**src/rtl/peripheral_bus_pkg.sv**
```systemverilog
// Shared types and constants for the peripheral bus initiator.
package peripheral_bus_pkg;

    localparam int PBUS_ADDRESS_WIDTH     = 16;
    localparam int PBUS_DATA_WIDTH        = 32;
    localparam int PBUS_BYTE_SELECT_WIDTH = 4;

    localparam logic [PBUS_DATA_WIDTH-1:0] PBUS_NO_DATA = ~{PBUS_DATA_WIDTH{1'b0}};

    typedef enum logic [1:0] {
        IDLE,
        ACCESS,
        RESPOND
    } pbusState_t;

endpackage

```
**src/rtl/peripheral_bus_timeout.sv**
```systemverilog
// Busy-cycle counter for the initiator's ACCESS state; expired_o flags the
// busy edge on which the TIMEOUT_CYCLES-th consecutive stall is reached.
module peripheral_bus_timeout #(
    parameter int TIMEOUT_CYCLES = 256
) (
    input  logic clk,
    input  logic rst,
    input  logic clear_i,
    input  logic busyTick_i,
    output logic expired_o
);

    localparam int CountWidth = $clog2(TIMEOUT_CYCLES + 1);
    localparam logic [CountWidth-1:0] LastCount = CountWidth'(TIMEOUT_CYCLES - 1);

    logic [CountWidth-1:0] count_q, count_d;

    always_ff @(posedge clk or negedge rst) begin
        if (!rst) begin
            count_q <= '0;
        end else begin
            count_q <= count_d;
        end
    end

    always_comb begin
        count_d = count_q;
        if (clear_i) begin
            count_d = '0;
        end else if (busyTick_i) begin
            count_d = count_q + CountWidth'(1);
        end
    end

    assign expired_o = busyTick_i && (count_q == LastCount);

endmodule

```
**src/rtl/peripheral_bus_initiator.sv**
```systemverilog
// Initiator end of the peripheral bus: one upstream request -> one bus cycle -> one response.
// Optional busy timeout enabled by defining PBUS_INITIATOR_TIMEOUT_EN.
module peripheral_bus_initiator
    import peripheral_bus_pkg::*;
#(
    parameter int TIMEOUT_CYCLES = 256
) (
    input  logic                              clk,
    input  logic                              rst,
    input  logic                              request_valid,
    output logic                              request_ready,
    input  logic                              request_we,
    input  logic [PBUS_ADDRESS_WIDTH-1:0]     request_address,
    input  logic [PBUS_BYTE_SELECT_WIDTH-1:0] request_byteSelect,
    input  logic [PBUS_DATA_WIDTH-1:0]        request_dataWrite,
    output logic                              response_valid,
    input  logic                              response_ready,
    output logic [PBUS_DATA_WIDTH-1:0]        response_dataRead,
    output logic                              response_error,
    output logic                              peripheralEnable,
    output logic                              peripheralBus_we,
    output logic                              peripheralBus_oe,
    input  logic                              peripheralBus_busy,
    output logic [PBUS_ADDRESS_WIDTH-1:0]     peripheralBus_address,
    output logic [PBUS_BYTE_SELECT_WIDTH-1:0] peripheralBus_byteSelect,
    output logic [PBUS_DATA_WIDTH-1:0]        peripheralBus_dataWrite,
    input  logic [PBUS_DATA_WIDTH-1:0]        peripheralBus_dataRead,
    input  logic                              requestOutput
);

    pbusState_t state_q, state_d;

    logic                              we_q, we_d;
    logic [PBUS_ADDRESS_WIDTH-1:0]     address_q, address_d;
    logic [PBUS_BYTE_SELECT_WIDTH-1:0] byteSelect_q, byteSelect_d;
    logic [PBUS_DATA_WIDTH-1:0]        dataWrite_q, dataWrite_d;
    logic [PBUS_DATA_WIDTH-1:0]        respData_q, respData_d;
    logic                              respError_q, respError_d;

    logic accept;
    logic timeoutExpired;

    assign accept = (state_q == IDLE) && request_valid;

`ifdef PBUS_INITIATOR_TIMEOUT_EN
    peripheral_bus_timeout #(
        .TIMEOUT_CYCLES(TIMEOUT_CYCLES)
    ) u_timeout (
        .clk       (clk),
        .rst       (rst),
        .clear_i   (accept),
        .busyTick_i((state_q == ACCESS) && peripheralBus_busy),
        .expired_o (timeoutExpired)
    );
`else
    // No abort path in this build: ACCESS waits on busy for as long as it takes.
    assign timeoutExpired = (TIMEOUT_CYCLES < 0);
`endif

    always_ff @(posedge clk or negedge rst) begin
        if (!rst) begin
            state_q <= IDLE;
        end else begin
            state_q <= state_d;
        end
    end

    always_comb begin
        state_d = state_q;
        unique case (state_q)
            IDLE:    if (request_valid) state_d = ACCESS;
            ACCESS:  if (!peripheralBus_busy || timeoutExpired) state_d = RESPOND;
            RESPOND: if (response_ready) state_d = IDLE;
            default: state_d = IDLE;
        endcase
    end

    always_ff @(posedge clk or negedge rst) begin
        if (!rst) begin
            we_q         <= 1'b0;
            address_q    <= '0;
            byteSelect_q <= '0;
            dataWrite_q  <= '0;
            respData_q   <= '0;
            respError_q  <= 1'b0;
        end else begin
            we_q         <= we_d;
            address_q    <= address_d;
            byteSelect_q <= byteSelect_d;
            dataWrite_q  <= dataWrite_d;
            respData_q   <= respData_d;
            respError_q  <= respError_d;
        end
    end

    // A real response on the timeout edge takes priority, since busy low is checked first.
    always_comb begin
        we_d         = we_q;
        address_d    = address_q;
        byteSelect_d = byteSelect_q;
        dataWrite_d  = dataWrite_q;
        respData_d   = respData_q;
        respError_d  = respError_q;
        if (accept) begin
            we_d         = request_we;
            address_d    = request_address;
            byteSelect_d = request_byteSelect;
            dataWrite_d  = request_dataWrite;
        end
        if (state_q == ACCESS) begin
            if (!peripheralBus_busy) begin
                if (we_q) begin
                    respData_d  = PBUS_NO_DATA;
                    respError_d = 1'b0;
                end else if (requestOutput) begin
                    respData_d  = peripheralBus_dataRead;
                    respError_d = 1'b0;
                end else begin
                    respData_d  = PBUS_NO_DATA;
                    respError_d = 1'b1;
                end
            end else if (timeoutExpired) begin
                respData_d  = PBUS_NO_DATA;
                respError_d = 1'b1;
            end
        end
    end

    always_comb begin
        request_ready            = rst && (state_q == IDLE);
        response_valid           = (state_q == RESPOND);
        response_dataRead        = respData_q;
        response_error           = respError_q;
        peripheralEnable         = 1'b0;
        peripheralBus_we         = 1'b0;
        peripheralBus_oe         = 1'b0;
        peripheralBus_address    = '0;
        peripheralBus_byteSelect = '0;
        peripheralBus_dataWrite  = '0;
        if (state_q == ACCESS) begin
            peripheralEnable         = 1'b1;
            peripheralBus_we         = we_q;
            peripheralBus_oe         = !we_q;
            peripheralBus_address    = address_q;
            peripheralBus_byteSelect = byteSelect_q;
            peripheralBus_dataWrite  = dataWrite_q;
        end
    end

endmodule

```
**config.mk**
```make
export PLATFORM = sky130hd
export DESIGN_NAME = peripheral_bus_initiator
export DESIGN_NICKNAME = d
export VERILOG_FILES = /design/src/rtl/peripheral_bus_pkg.sv /design/src/rtl/peripheral_bus_timeout.sv /design/src/rtl/peripheral_bus_initiator.sv
export SDC_FILE = /design/constraint.sdc
export NUM_CORES = 1
export LEC_CHECK = 0
export ABC_AREA = 1
export BUFFER_PORTS_ARGS = -buffer_cell sky130_fd_sc_hd__buf_4
export CAP_MARGIN = 30
export CELL_PAD_IN_SITES_DETAIL_PLACEMENT = 1
export CELL_PAD_IN_SITES_GLOBAL_PLACEMENT = 1
export CORE_AREA = 2 2 122 124
export DETAILED_ROUTE_END_ITERATION = 8
export DIE_AREA = 0 0 124 126
export HOLD_SLACK_MARGIN = 0.12
export PLACE_DENSITY_LB_ADDON = 0.1
export REMOVE_ABC_BUFFERS = 1
export SYNTH_ARGS = -nofsm -noshare
export SYNTH_HDL_FRONTEND = slang
export SYNTH_HIERARCHICAL = 1
export SYNTH_SLANG_ARGS = --single-unit
```
**constraint.sdc**
```tcl
create_clock -name clk -period 2.6 [get_ports clk]
set_input_delay 0.39 -clock clk [delete_from_list [all_inputs] [get_ports clk]]
set_output_delay 0.39 -clock clk [all_outputs]
set_load 0.01 [all_outputs]
```
==> qor.yml <==
vdd_ir_drop_max_uv: 391
dr_total_vias: 3958
crit_required_ns: 2.21
start_kind: "flip-flop"
hold_path_class: "input pin to flip-flop"
fmax_mhz: 421
maxCapViolations: 0
yosysTopAreaCellShare_pct: 52.5
grt_pass1_wl_um: 20600
grt_pass1_vias: 4054
endpoint_kind: "output pin"
ant_nets: 0
antenna_found_initial: 0
layout_commonest_cell: "nand2_1"
boundaryPins: 181
syn_inst: 535
cp_slowest_stage_delay_ns: 0.43
clk_pin_slew_ns: 0.06
die-area_um2: 15600
yosys.area.top_type: "dfrtp_1"
io_buffers: 180
totalWireLength_um: 13000
setup_violations: 0
path_cells: "inv_1, nand2_2, buf_4, nor2_1, buf_4"
cts_tree: "done"
clock_sinks: 88
p_int_mw: 4.11
pwr-share-comb_pct: 46.5
cp.arrival_ns: 1.99
postSynthAreaPerCell_um2: 7.84
synth-seq-cells: 88
whs_path_depth: 2
postCtsSetupRepairBufs: 0
yosysUniqueCellTypes: 16
finalHoldViolations: 0
rsz0062_at_grt: "no"
core_area_um2: 14300
hold_start: "response_ready"
initial_core_util_pct: 29.3
rr_endpoint: "response_error$_DFFE_PN0P_"
switching_share_pct: 40.0
dp.final_hpwl_um: 9040
synth-seq-area-share_pct: 52.5
grt.total_usage_pct: 17.0
final_nets: 791
placementRows: 44
cts-htree-levels: 3
cts_root_buf: "clkbuf_16"
route.detailed.drc: 0
finalPower_mw: 6.84
numCtsBuffers: 9
layout-drive-gt1-share_pct: 29.2
tightestPinTransition_ns: 0.768
whs_endpoint: "state_q[1]$_DFFE_PN0P_"
netlist_area_um2: 4190
first_pass_iters: 4
leakagePower_nw: 3.28
crit_top_cell: "buf_4"
ys_warn_count: 6
status: "finished clean"
fin_tns_setup_ns: 0
reg2reg_depth: 5
via_per_inst: 4.46
reg2reg_setup_slack_ns: 0.75
power.density_nw_per_um2: 1160
r2r-start: "state_q[1]$_DFFE_PN0P_"
clk_latency_ns: 0.33
pwr-share-seq_pct: 35.8
diodes: 0
slew-limit-headroom_pct: 48.5
drt_iter0_drc: 184
area_delta_synth_final_pct: 40.6
cts_buffer_depth: 2
gp_congestion: 0.720
fin_crit_sh_pct: 91.5
p_sw_mw: 2.73
slowest_stage: "dfrtp_1"
layout_common_cells: "nand2_1 (208), buf_4 (188), dfrtp_1 (88), inv_1 (57), nor2_1 (55)"
slew_violations: 0
worstPathMaxFanout: 33
fin_crit_ns: 2.38
synth_area_leaders: "dfrtp_1 (53%), nand2_1 (19%), nand3_1 (6.3%)"
grt_overflow: 0
hold_ws_ns: 0.261
die_h_um: 126
clkPwrFrac_pct: 17.7
detail_route.wl_per_cell_um: 14.7
fin_skew_ns: 0.00526
critPathKind: "flip-flop to output pin"
grt_max_degree: 54
die_x_um: 124
[how the worst max path moves through the flow]
stage                           start                          end  slack [ns]
2_1_floorplan  state_q[0]$_DFFE_PN0P_     address_q[0]$_DFFE_PN0P_        0.60
3_3_place_gp   state_q[1]$_DFFE_PN0P_  peripheralBus_dataWrite[27]        0.67
3_5_place_dp   state_q[1]$_DFFE_PN0P_  peripheralBus_dataWrite[27]        0.53
4_1_cts        state_q[1]$_DFFE_PN0P_  peripheralBus_dataWrite[27]        0.16
5_1_grt        state_q[1]$_DFFE_PN0P_  peripheralBus_dataWrite[24]        0.05
6_report       state_q[1]$_DFFE_PN0P_  peripheralBus_dataWrite[27]        0.22
[critical path, delay by kind of cell (launching register included)]
kind / cells / cell delay [ns]
and+or+nand+nor: 2 / 0.50
DFF: 1 / 0.43
buffers and inverters: 3 / 0.69
[power by group through the flow]
stage	Clock, mW	Sequential, mW	Combinational [mW]
floorplan	0	2.51	1.54
global placement	0	2.44	3.18
detailed placement	0	2.46	3.27
CTS	1.26	2.46	3.27
global route	1.32	2.54	3.61
finish	1.21	2.45	3.18
[flip-flops by register name, indices dropped and copies added, names as in the netlist]
| name | cells |
|---|---|
| we_q | 1 |
| dataWrite_q | 32 |
| response_error | 1 |
| state_q | 2 |
| address_q | 16 |
| byteSelect_q | 4 |
| response_dataRead | 32 |
[cells in the mapped netlist]
cell type and number:
nor2_1 55, nor2_4 2, nand2_1 208, o21ai_0 1, nand3b_1 32, nor3b_1 1
buf_2 9, buf_4 6, buf_1 4, clkbuf_1 8, buf_6 8, inv_1 57
nand2_2 2, nand3_1 53, dfrtp_1 88, nand3b_2 1
[final cells by class]
type	instances	area, µm²
clock buffer	14	274
fill	1781	8420
inverter	57	214
multi-input combinational	355	1550
sequential	88	2200
tap	184	230
timing repair buffer	189	1420
[metal layers]
| layer | vias up | part of all wire [%] | routed length [µm] | track usage (%) |
|---|---|---|---|---|
| li1 | 1943 | - | - | - |
| met1 | 1886 | 45 | 5830 | 22.2 |
| met2 | 120 | 45 | 5900 | 26.6 |
| met3 | 9 | 8.9 | 1160 | 5.66 |
| met4 | 0 | 1.1 | 145 | 4.96 |
| met5 | - | 0 | 0 | 0 |
[repair_timing]
action	4_1_cts	5_1_grt
hold endpoints to repair	4	0
resized for setup	0	0
hold buffers	1	0
[cell families (layout without fill, tap and decap cells)]
group | Yosys count | count (layout) | synth area share, %
AO/OA/AOI/OAI | 1 | 1 | 0.119
buffers and inverters | 92 | 260 | 10.5
flip-flops | 88 | 88 | 52.5
AND/OR/NAND/NOR | 354 | 354 | 36.9
[metrics by stage]
step,worst slack [ns],area (µm²),instances,utilization [%]
2_1_floorplan,0.600,3970,500,-
6_report,0.222,5890,887,41.2
3_3_place_gp,0.666,5610,872,39.2
5_1_grt,0.0534,5890,887,41.2
4_1_cts,0.165,5890,887,41.2
3_5_place_dp,0.532,5610,872,39.2
No activity file was read; power rests on OpenSTA's default activity.
